<file path="src/rtl/uart_pkg.sv">
// Shared UART definitions: FSM state encoding, frame width and the
// clocks-per-tick helper used by the receiver and the baud tick generator.
package uart_pkg;

  localparam int unsigned DATA_BITS = 8;

  typedef enum logic [2:0] {
    IDLE   = 3'd0,
    START  = 3'd1,
    DATA   = 3'd2,
    STOP   = 3'd3,
    PARITY = 3'd4
  } state_e;

  // Clocks per oversampling tick (integer floor).
  function automatic int unsigned calc_divisor(input int unsigned clk_freq,
                                               input int unsigned baud,
                                               input int unsigned oversample);
    return clk_freq / (baud * oversample);
  endfunction

endpackage

</file>
<file path="src/rtl/uart_baud_tick.sv">
// Oversampling tick generator.
// Counts 0..DIVISOR-1 and raises Tick for one clock while the count sits at
// DIVISOR-1. Clear restarts the count at 0 so the tick phase follows an edge.
// Ports:
//   CLK_100MHz  in   system clock
//   Reset       in   asynchronous active-high reset
//   Clear       in   restart the divider
//   Tick        out  one-cycle pulse every DIVISOR clocks
module uart_baud_tick #(
  parameter int unsigned DIVISOR = 54
) (
  input  logic CLK_100MHz,
  input  logic Reset,
  input  logic Clear,
  output logic Tick
);

  localparam int unsigned CNT_W = (DIVISOR > 1) ? $clog2(DIVISOR) : 1;
  localparam logic [CNT_W-1:0] CNT_LAST = CNT_W'(DIVISOR - 1);

  logic [CNT_W-1:0] cnt_q, cnt_d;
  logic             tick_q, tick_d;

  // Tick is registered from the next count so it is high while cnt_q == last.
  always_comb begin
    cnt_d  = cnt_q;
    tick_d = 1'b0;
    if (Clear) begin
      cnt_d = '0;
    end else if (cnt_q == CNT_LAST) begin
      cnt_d = '0;
    end else begin
      cnt_d = cnt_q + 1'b1;
    end
    tick_d = !Clear && (cnt_d == CNT_LAST);
  end

  always_ff @(posedge CLK_100MHz or posedge Reset) begin
    if (Reset) begin
      cnt_q  <= '0;
      tick_q <= 1'b0;
    end else begin
      cnt_q  <= cnt_d;
      tick_q <= tick_d;
    end
  end

  assign Tick = tick_q;

endmodule

</file>
<file path="src/rtl/uart_rx_oversampled.sv">
// UART receiver with 16x oversampling, mid-bit sampling, start-glitch
// rejection, stop-bit check and a single-entry valid/ready holding register.
// Optional parity: define UART_RX_PARITY_EN to insert a PARITY state between
// DATA and STOP, enable parameter PARITY_ODD and port ParityError.
// Ports:
//   CLK_100MHz   in   system clock
//   Reset        in   asynchronous active-high reset
//   Rx           in   asynchronous serial line, idles high
//   RxData       out  received byte, valid while RxValid
//   RxValid      out  holding register full
//   RxReady      in   consumer takes the byte when RxValid & RxReady
//   FrameError   out  one-cycle pulse, stop bit sampled low
//   Overrun      out  one-cycle pulse, completed byte dropped (register full)
//   Busy         out  receiver not idle
//   ParityError  out  (parity build) one-cycle pulse, parity mismatch
module uart_rx_oversampled
  import uart_pkg::*;
#(
  parameter int unsigned CLK_FREQ   = 100000000,
  parameter int unsigned BAUD       = 115200,
  parameter int unsigned OVERSAMPLE = 16
`ifdef UART_RX_PARITY_EN
  ,
  parameter bit          PARITY_ODD = 1'b0
`endif
) (
  input  logic                 CLK_100MHz,
  input  logic                 Reset,
  input  logic                 Rx,
  output logic [DATA_BITS-1:0] RxData,
  output logic                 RxValid,
  input  logic                 RxReady,
  output logic                 FrameError,
  output logic                 Overrun,
  output logic                 Busy
`ifdef UART_RX_PARITY_EN
  ,
  output logic                 ParityError
`endif
);

  localparam int unsigned DIVISOR = calc_divisor(CLK_FREQ, BAUD, OVERSAMPLE);
  localparam int unsigned TCNT_W  = $clog2(OVERSAMPLE);
  localparam int unsigned BCNT_W  = $clog2(DATA_BITS);
  localparam logic [TCNT_W-1:0] TCNT_LAST = TCNT_W'(OVERSAMPLE - 1);
  localparam logic [TCNT_W-1:0] TCNT_MID  = TCNT_W'(OVERSAMPLE / 2 - 1);
  localparam logic [BCNT_W-1:0] BCNT_LAST = BCNT_W'(DATA_BITS - 1);

  // Input synchronizer; both stages reset to the idle (high) level.
  logic [1:0] sync_q;
  logic       rx_s;

  always_ff @(posedge CLK_100MHz or posedge Reset) begin
    if (Reset) begin
      sync_q <= 2'b11;
    end else begin
      sync_q <= {sync_q[0], Rx};
    end
  end

  assign rx_s = sync_q[1];

  // Oversampling tick, re-phased on every accepted start edge.
  logic tick;
  logic tick_clr_c;

  uart_baud_tick #(
    .DIVISOR (DIVISOR)
  ) u_baud_tick (
    .CLK_100MHz (CLK_100MHz),
    .Reset      (Reset),
    .Clear      (tick_clr_c),
    .Tick       (tick)
  );

  state_e               state_q, state_d;
  logic [TCNT_W-1:0]    tcnt_q, tcnt_d;
  logic [BCNT_W-1:0]    bcnt_q, bcnt_d;
  logic [DATA_BITS-1:0] shift_q, shift_d;
  logic                 done_c;
  logic                 ferr_c;
`ifdef UART_RX_PARITY_EN
  logic                 par_bad_q, par_bad_d;
  logic                 perr_c;
`endif

  // Frame sequencing: ticks are counted per state; samples land mid-bit.
  always_comb begin
    state_d    = state_q;
    tcnt_d     = tcnt_q;
    bcnt_d     = bcnt_q;
    shift_d    = shift_q;
    tick_clr_c = 1'b0;
    done_c     = 1'b0;
    ferr_c     = 1'b0;
`ifdef UART_RX_PARITY_EN
    par_bad_d  = par_bad_q;
    perr_c     = 1'b0;
`endif
    case (state_q)
      IDLE: begin
        if (!rx_s) begin
          state_d    = START;
          tick_clr_c = 1'b1;
          tcnt_d     = '0;
          bcnt_d     = '0;
        end
      end
      START: begin
        if (tick) begin
          if (tcnt_q == TCNT_MID) begin
            tcnt_d  = '0;
            // Line back high at mid start bit means it was only a glitch.
            state_d = rx_s ? IDLE : DATA;
          end else begin
            tcnt_d = tcnt_q + 1'b1;
          end
        end
      end
      DATA: begin
        if (tick) begin
          if (tcnt_q == TCNT_LAST) begin
            tcnt_d  = '0;
            shift_d = {rx_s, shift_q[DATA_BITS-1:1]};
            bcnt_d  = bcnt_q + 1'b1;
            if (bcnt_q == BCNT_LAST) begin
`ifdef UART_RX_PARITY_EN
              state_d = PARITY;
`else
              state_d = STOP;
`endif
            end
          end else begin
            tcnt_d = tcnt_q + 1'b1;
          end
        end
      end
`ifdef UART_RX_PARITY_EN
      PARITY: begin
        if (tick) begin
          if (tcnt_q == TCNT_LAST) begin
            tcnt_d    = '0;
            par_bad_d = ((^shift_q) ^ rx_s) != PARITY_ODD;
            state_d   = STOP;
          end else begin
            tcnt_d = tcnt_q + 1'b1;
          end
        end
      end
`endif
      STOP: begin
        if (tick) begin
          if (tcnt_q == TCNT_LAST) begin
            // Return to IDLE at mid stop bit so a back-to-back start is seen.
            tcnt_d  = '0;
            state_d = IDLE;
            ferr_c  = !rx_s;
`ifdef UART_RX_PARITY_EN
            perr_c  = par_bad_q;
            done_c  = rx_s && !par_bad_q;
`else
            done_c  = rx_s;
`endif
          end else begin
            tcnt_d = tcnt_q + 1'b1;
          end
        end
      end
      default: begin
        state_d = IDLE;
      end
    endcase
  end

  always_ff @(posedge CLK_100MHz or posedge Reset) begin
    if (Reset) begin
      state_q   <= IDLE;
      tcnt_q    <= '0;
      bcnt_q    <= '0;
      shift_q   <= '0;
`ifdef UART_RX_PARITY_EN
      par_bad_q <= 1'b0;
`endif
    end else begin
      state_q   <= state_d;
      tcnt_q    <= tcnt_d;
      bcnt_q    <= bcnt_d;
      shift_q   <= shift_d;
`ifdef UART_RX_PARITY_EN
      par_bad_q <= par_bad_d;
`endif
    end
  end

  // Holding register and status outputs.
  logic [DATA_BITS-1:0] data_q, data_d;
  logic                 valid_q, valid_d;
  logic                 ferr_q, ferr_d;
  logic                 ovr_q, ovr_d;
  logic                 busy_q, busy_d;
`ifdef UART_RX_PARITY_EN
  logic                 perr_q, perr_d;
`endif

  // A full register that is being drained in the same cycle can take the
  // new byte; otherwise the new byte is dropped and the old one kept.
  always_comb begin
    data_d  = data_q;
    valid_d = valid_q;
    ferr_d  = ferr_c;
    ovr_d   = 1'b0;
    busy_d  = (state_d != IDLE);
`ifdef UART_RX_PARITY_EN
    perr_d  = perr_c;
`endif
    if (done_c) begin
      if (!valid_q || RxReady) begin
        data_d  = shift_q;
        valid_d = 1'b1;
      end else begin
        ovr_d = 1'b1;
      end
    end else if (valid_q && RxReady) begin
      valid_d = 1'b0;
    end
  end

  always_ff @(posedge CLK_100MHz or posedge Reset) begin
    if (Reset) begin
      data_q  <= '0;
      valid_q <= 1'b0;
      ferr_q  <= 1'b0;
      ovr_q   <= 1'b0;
      busy_q  <= 1'b0;
`ifdef UART_RX_PARITY_EN
      perr_q  <= 1'b0;
`endif
    end else begin
      data_q  <= data_d;
      valid_q <= valid_d;
      ferr_q  <= ferr_d;
      ovr_q   <= ovr_d;
      busy_q  <= busy_d;
`ifdef UART_RX_PARITY_EN
      perr_q  <= perr_d;
`endif
    end
  end

  assign RxData     = data_q;
  assign RxValid    = valid_q;
  assign FrameError = ferr_q;
  assign Overrun    = ovr_q;
  assign Busy       = busy_q;
`ifdef UART_RX_PARITY_EN
  assign ParityError = perr_q;
`endif

endmodule
</file>
<file path="config.mk">
export PLATFORM = sky130hd
export DESIGN_NAME = uart_rx_oversampled
export DESIGN_NICKNAME = d
export VERILOG_FILES = /design/src/rtl/uart_pkg.sv /design/src/rtl/uart_baud_tick.sv /design/src/rtl/uart_rx_oversampled.sv
export SDC_FILE = /design/constraint.sdc
export NUM_CORES = 1
export LEC_CHECK = 0
export ABC_AREA = 1
export BUFFER_PORTS_ARGS = -buffer_cell sky130_fd_sc_hd__buf_2
export CORE_ASPECT_RATIO = 1.75
export CORE_UTILIZATION = 51
export CTS_CLUSTER_DIAMETER = 150
export CTS_CLUSTER_SIZE = 40
export DETAILED_ROUTE_END_ITERATION = 7
export PLACE_DENSITY = 0.7
export SYNTH_ARGS = -nofsm -noshare
export SYNTH_HDL_FRONTEND = slang
export SYNTH_SLANG_ARGS = --single-unit
export TNS_END_PERCENT = 50
</file>
<file path="constraint.sdc">
create_clock -name CLK_100MHz -period 1.5 [get_ports CLK_100MHz]
set_input_delay 0.075 -clock CLK_100MHz [delete_from_list [all_inputs] [get_ports CLK_100MHz]]
set_output_delay 0.075 -clock CLK_100MHz [all_outputs]
set_load 0.02 [all_outputs]
</file>
Yosys cells after proc, flatten, opt, wreduce, memory -nomap -nowiden
Index checks and enable logic that the tools add are counted.

Register bits: 39. Output and inout bits: 12.

$add $sub $neg: 3. Equality and inequality tests: 14. Multiplexer cells: 35. Reductions and logical operators: 17.

Operators with widths (count): 2-to-1 mux 3 bit (11); 2-to-1 mux 4 bit (5); 2-to-1 mux 1 bit (13); == test 6 bit, second input constant (2); 2-to-1 mux 6 bit (2); one-hot mux 3 bit (4 select lines) (1); one-hot mux 4 bit (3 select lines) (1); inequality test 2 x 1 -> 1 bit, second input constant (4); AND reduction 4 bit (2); adder 6 x 1 -> 6 bit, second input constant (1); == test 3 x 2 -> 1 bit, second input constant (2); one-hot mux 3 bit (2 select lines) (1); nonzero test 3 bit (2); adder 4 x 1 -> 4 bit, second input constant (1); == test 4 x 3 -> 1 bit, second input constant (1); == test 4 bit, second input constant (1); inequality test 2 bit, second input constant (2); AND reduction 2 bit (2); nonzero test 2 bit (2); adder 3 x 1 -> 3 bit, second input constant (1); == test 3 x 1 -> 1 bit, second input constant (1); == test 3 bit, second input constant (1); logical NOT 1 bit (3); logical NOT 3 bit (1); 5 further kinds (6).

Depth between registers and ports, before layout
Word-level depth: 6. Depth in mapped cells: 9.

Cells and area by module
From an unflattened synthesis, not the netlist that was laid out.

Cell total of the unflattened synthesis: 207. Area total of the unflattened synthesis: 1844.3 µm².

By module, submodules not included: uart_rx_oversampled (instances 1, cells each 161, area an instance 1468.9 µm²); uart_baud_tick (instances 1, cells each 46, area an instance 375.4 µm²).

Least setup slack after synthesis
OpenSTA, ideal clock, no wires.

Path kind: reg2reg. Start point: reg tcnt_q[0]. End point: reg bcnt_q[1]. Arrival: 1181 ps. Required time: 1382 ps. Slack: 201 ps. Cell stages (with the launch flop): 8. Cells stage by stage: dfrtp_1 ha_1 nand3_2 nor2_4 nand2_2 clkinv_1 nand2_1 nand2_1.

Word-level cells in the longest chain between the ends: 3.

RTL lines: start: declaration (line uart_rx_oversampled.sv:77) `logic [TCNT_W-1:0] tcnt_q, tcnt_d;`; start signal: assignment (line uart_rx_oversampled.sv:186) `tcnt_q <= tcnt_d;`; == test 4 bit (line uart_rx_oversampled.sv:122) `if (tcnt_q == TCNT_LAST) begin`; inequality test 2 bit (no source line); AND reduction 4 bit (no source line); end signal: assignment (line uart_rx_oversampled.sv:187) `bcnt_q <= bcnt_d;`; end: declaration (line uart_rx_oversampled.sv:78) `logic [BCNT_W-1:0] bcnt_q, bcnt_d;`.

No other way between the ends. A chain may end at the register's enable or synchronous reset.

Worst setup path after layout
Start point: reg tcnt_q[0]. End point: reg bcnt_q[0].

Same word-level chain as after synthesis.

==> results.yml <==
global_routing:
  grt_usage_pct: 19.85
  grt_pass1_wl_um: 5354
  grt_pass1_vias: 1312
  grt_antenna_before_repair: 0
  grt_start_max_net_pins: 40
  grt_overflow_total: 0
synth:
  synth_top_area_share_pct: 51.10
  ys_seq_area_share_pct: 54.01
  synthesis.nets: 228
  synth.most_common_cell: "nand2_1"
  synth_edf_count: 0
  synth-seq-cells: 39
  syn_avg_cell_area_um2: 8.273
  synth_cells: 219
  synth_area_um2: 1812
  synth_common_cells: "nand2_1, dfrtp_1, inv_1, nor2_1, nand3_1"
  synth-main-ff-cell: "dfrtp_1"
  yosysWarnings: 0
  async_reset_ff_share_pct: 100.0
  synth_cell_types: 22
  synth.top_cells.by_area: "dfrtp_1, nand2_1, inv_1"
  yosys.area.top_type: "dfrtp_1"
placed_design:
  dp_cells: 282
  hpwl_um: 2361
  portBuffers: 15
  dpl-instance-area_um2: 1968
  routabilityCongestion: 0.8088
worst_setup_path:
  slowest_delay_ns: 0.39
  cp.buffers_inverters: 1
  critPathMaxFanout: 13
  path_cells: "ha_2 > nand3_2 > nor2_4 > nand2_2 > buf_4 > nand3_1 > o21ai_0"
  critPathArrivalTime_ns: 1.56
  criticalPathCategory: "flop to flop"
  cp-start-kind: "flop"
  required_ns: 1.68
  cpLargestDelayFamily: "flip-flops"
  crit_slowest_cell: "dfrtp_1"
  endpoint_kind: "flop"
sta:
  finalSetupViolCount: 0
  rsz0062_at_grt: "false"
  post-route-period-util_pct: 92.17
  finalSetupTns_ns: 0
  clock.fmax_mhz: 723.3
  finClkSkew_ns: 0.007050
  drv_slew: 0
  period_needed_ns: 1.383
  final-hold-violation-count: 0
routing:
  postRouteAntennaNets: 0
  wl_um: 3167
  via_per_inst: 4.825
  dr.pass1.iters: 4
  drtIter0Drc: 48
  wire_per_inst_um: 10.85
  vias: 1409
  drc_errors: 0
cells_and_area:
  nets: 255
  register_area_um2: 978.4
  syn_to_final_growth_pct: 14.92
  final_cells: 292
  drive_gt1_share_pct: 15.38
  fin_area_um2: 2082
  num_antenna_cells: 0
  multi_input_area_um2: 718.2
  fill_cells: 337
pwr:
  comb_power_share_pct: 12.7
  switchingPower_uw: 605.2
  swShare_pct: 27.48
  p_leak_uw: 0.001169
  pwr-share-seq_pct: 54.7
  p_int_uw: 1597
  powerDensity_nw_per_um2: 1058
  clockPowerShare_pct: 32.7
  ir_drop_mv: 1.055
clock_tree:
  cts_root_buf: "clkbuf_8"
  cts.sinks: 39
  tritoncts: "built"
  post-cts-setup-buffer-count: 0
  htree_num_levels: 2
  numCtsBuffers: 5
  cts_buffer_depth: 2
  worstSkewPairLatency_ns: 0.29
  clk_pin_slew_ns: 0.07
run:
  cap_viol_max_count: 0
floorplanning:
  core_um2: 3398
  die_y_um: 80.85
  die_x_um: 47.06
  num_rows: 28
  start_util_pct: 53.31
  dieArea_um2: 3804
  pin_count: 16
run_status:
  status: "finished, final reports clean"
min_path:
  hold_class: "input pin to flop"
[through the flow]
step	utilization (%)	setup WS [ns]	hold slack (ns)	total power, uW
CTS	61.19	0.07303	0.2515	2226
detailed placement	57.92	0.08293	0.1812	1506
finish	61.27	0.1174	0.2568	2203
floorplan	-	0.2010	0.07948	1418
global placement	57.92	0.1237	0.1826	1499
global route	61.27	0.01885	0.3068	2335
[worst min-delay path: cells and delay by family]
family	cells	cell delay, ns
buffers and inverters	3	0.28
and+or+nand+nor	2	0.15
[per-layer routing]
metal	GRT usage [%]	wire length, um	vias up
li1	-	-	738
met1	18.63	1271	650
met2	36.81	1742	15
met3	6.000	86	6
met4	8.571	67	0
met5	0	0	-
[final cells by class]
class / instances / area share (%)
Sequential cell: 39 / 47.00
Multi-Input combinational cell: 151 / 34.50
Timing Repair Buffer: 23 / 6.731
Inverter: 26 / 4.687
Clock buffer: 7 / 4.147
Tap cell: 45 / 2.704
Clock inverter: 1 / 0.2404
[layout by cell type (no fill, tap or decap)]
| cell | Yosys | layout |
|---|---|---|
| nand2_1 | 85 | 85 |
| dfrtp_1 | 37 | 37 |
| inv_1 | 25 | 25 |
| nor2_1 | 21 | 21 |
| buf_2 | 1 | 15 |
| nand3_1 | 12 | 12 |
| nand4_1 | 11 | 11 |
| clkbuf_8 | 0 | 6 |
| buf_4 | 0 | 6 |
| o21ai_0 | 4 | 4 |
| ha_1 | 5 | 4 |
| nor2_4 | 2 | 2 |
| nand3_2 | 2 | 2 |
| xnor2_1 | 2 | 2 |
| a21oi_1 | 2 | 2 |
| dlygate4sd3_1 | 0 | 2 |
| dfstp_2 | 2 | 2 |
| nand4_2 | 1 | 1 |
| nand2_2 | 1 | 1 |
| o21ai_2 | 1 | 1 |
| clkinv_1 | 1 | 1 |
| nor3_1 | 1 | 1 |
| ha_2 | 0 | 1 |
| clkinv_2 | 0 | 1 |
| clkbuf_1 | 1 | 1 |
| conb_1 | 1 | 1 |
[registers in the layout, indices dropped and copies added (netlist names)]
name / flops
Overrun: 1
shift_q: 8
RxData: 8
FrameError: 1
u_baud_tick.cnt_q: 6
sync_q: 2
bcnt_q: 3
state_q: 3
tcnt_q: 4
Busy: 1
u_baud_tick.Tick: 1
RxValid: 1
[power by group through the flow]
stage               registers (uW)  logic [uW]  clock network (uW)
floorplan                     1210         211                   0
finish                        1200         279                 719
CTS                           1200         286                 736
detailed placement            1220         281                   0
global placement              1220         277                   0
global route                  1210         330                 793
[worst paths after layout]
path / from / endpoint / depth (start not counted) / slack (ns)
min in group asynchronous: Reset / state_q[2] / 4 / 0.43
worst max register to register: tcnt_q[0] / bcnt_q[0] / 7 / 0.12
worst max-delay path: tcnt_q[0] / bcnt_q[0] / 7 / 0.12
worst min register to register: sync_q[0] / sync_q[1] / 0 / 0.36
max in group asynchronous: Reset / sync_q[1] / 4 / 0.70
worst min-delay path: RxReady / Overrun / 5 / 0.26
[timing repair]
action                                  CTS  global route
endpoints found under the hold margin    38             0
resized for setup                         0             1
hold buffers                              2             0
endpoints found under the setup margin    0            11
[cells by family after synthesis]
kind of cell               count (synthesis)  synth area share (%)
other                                      1                0.2070
adders and majority gates                  5                 3.453
and+or+nand+nor                          136                 32.74
buffers and inverters                     29                 6.491
DFF                                       39                 54.01
AOI/OAI and AO/OA                          7                 2.141
xor gates and xnor gates                   2                0.9670
Note: power is estimated with default switching activity, not from simulation.
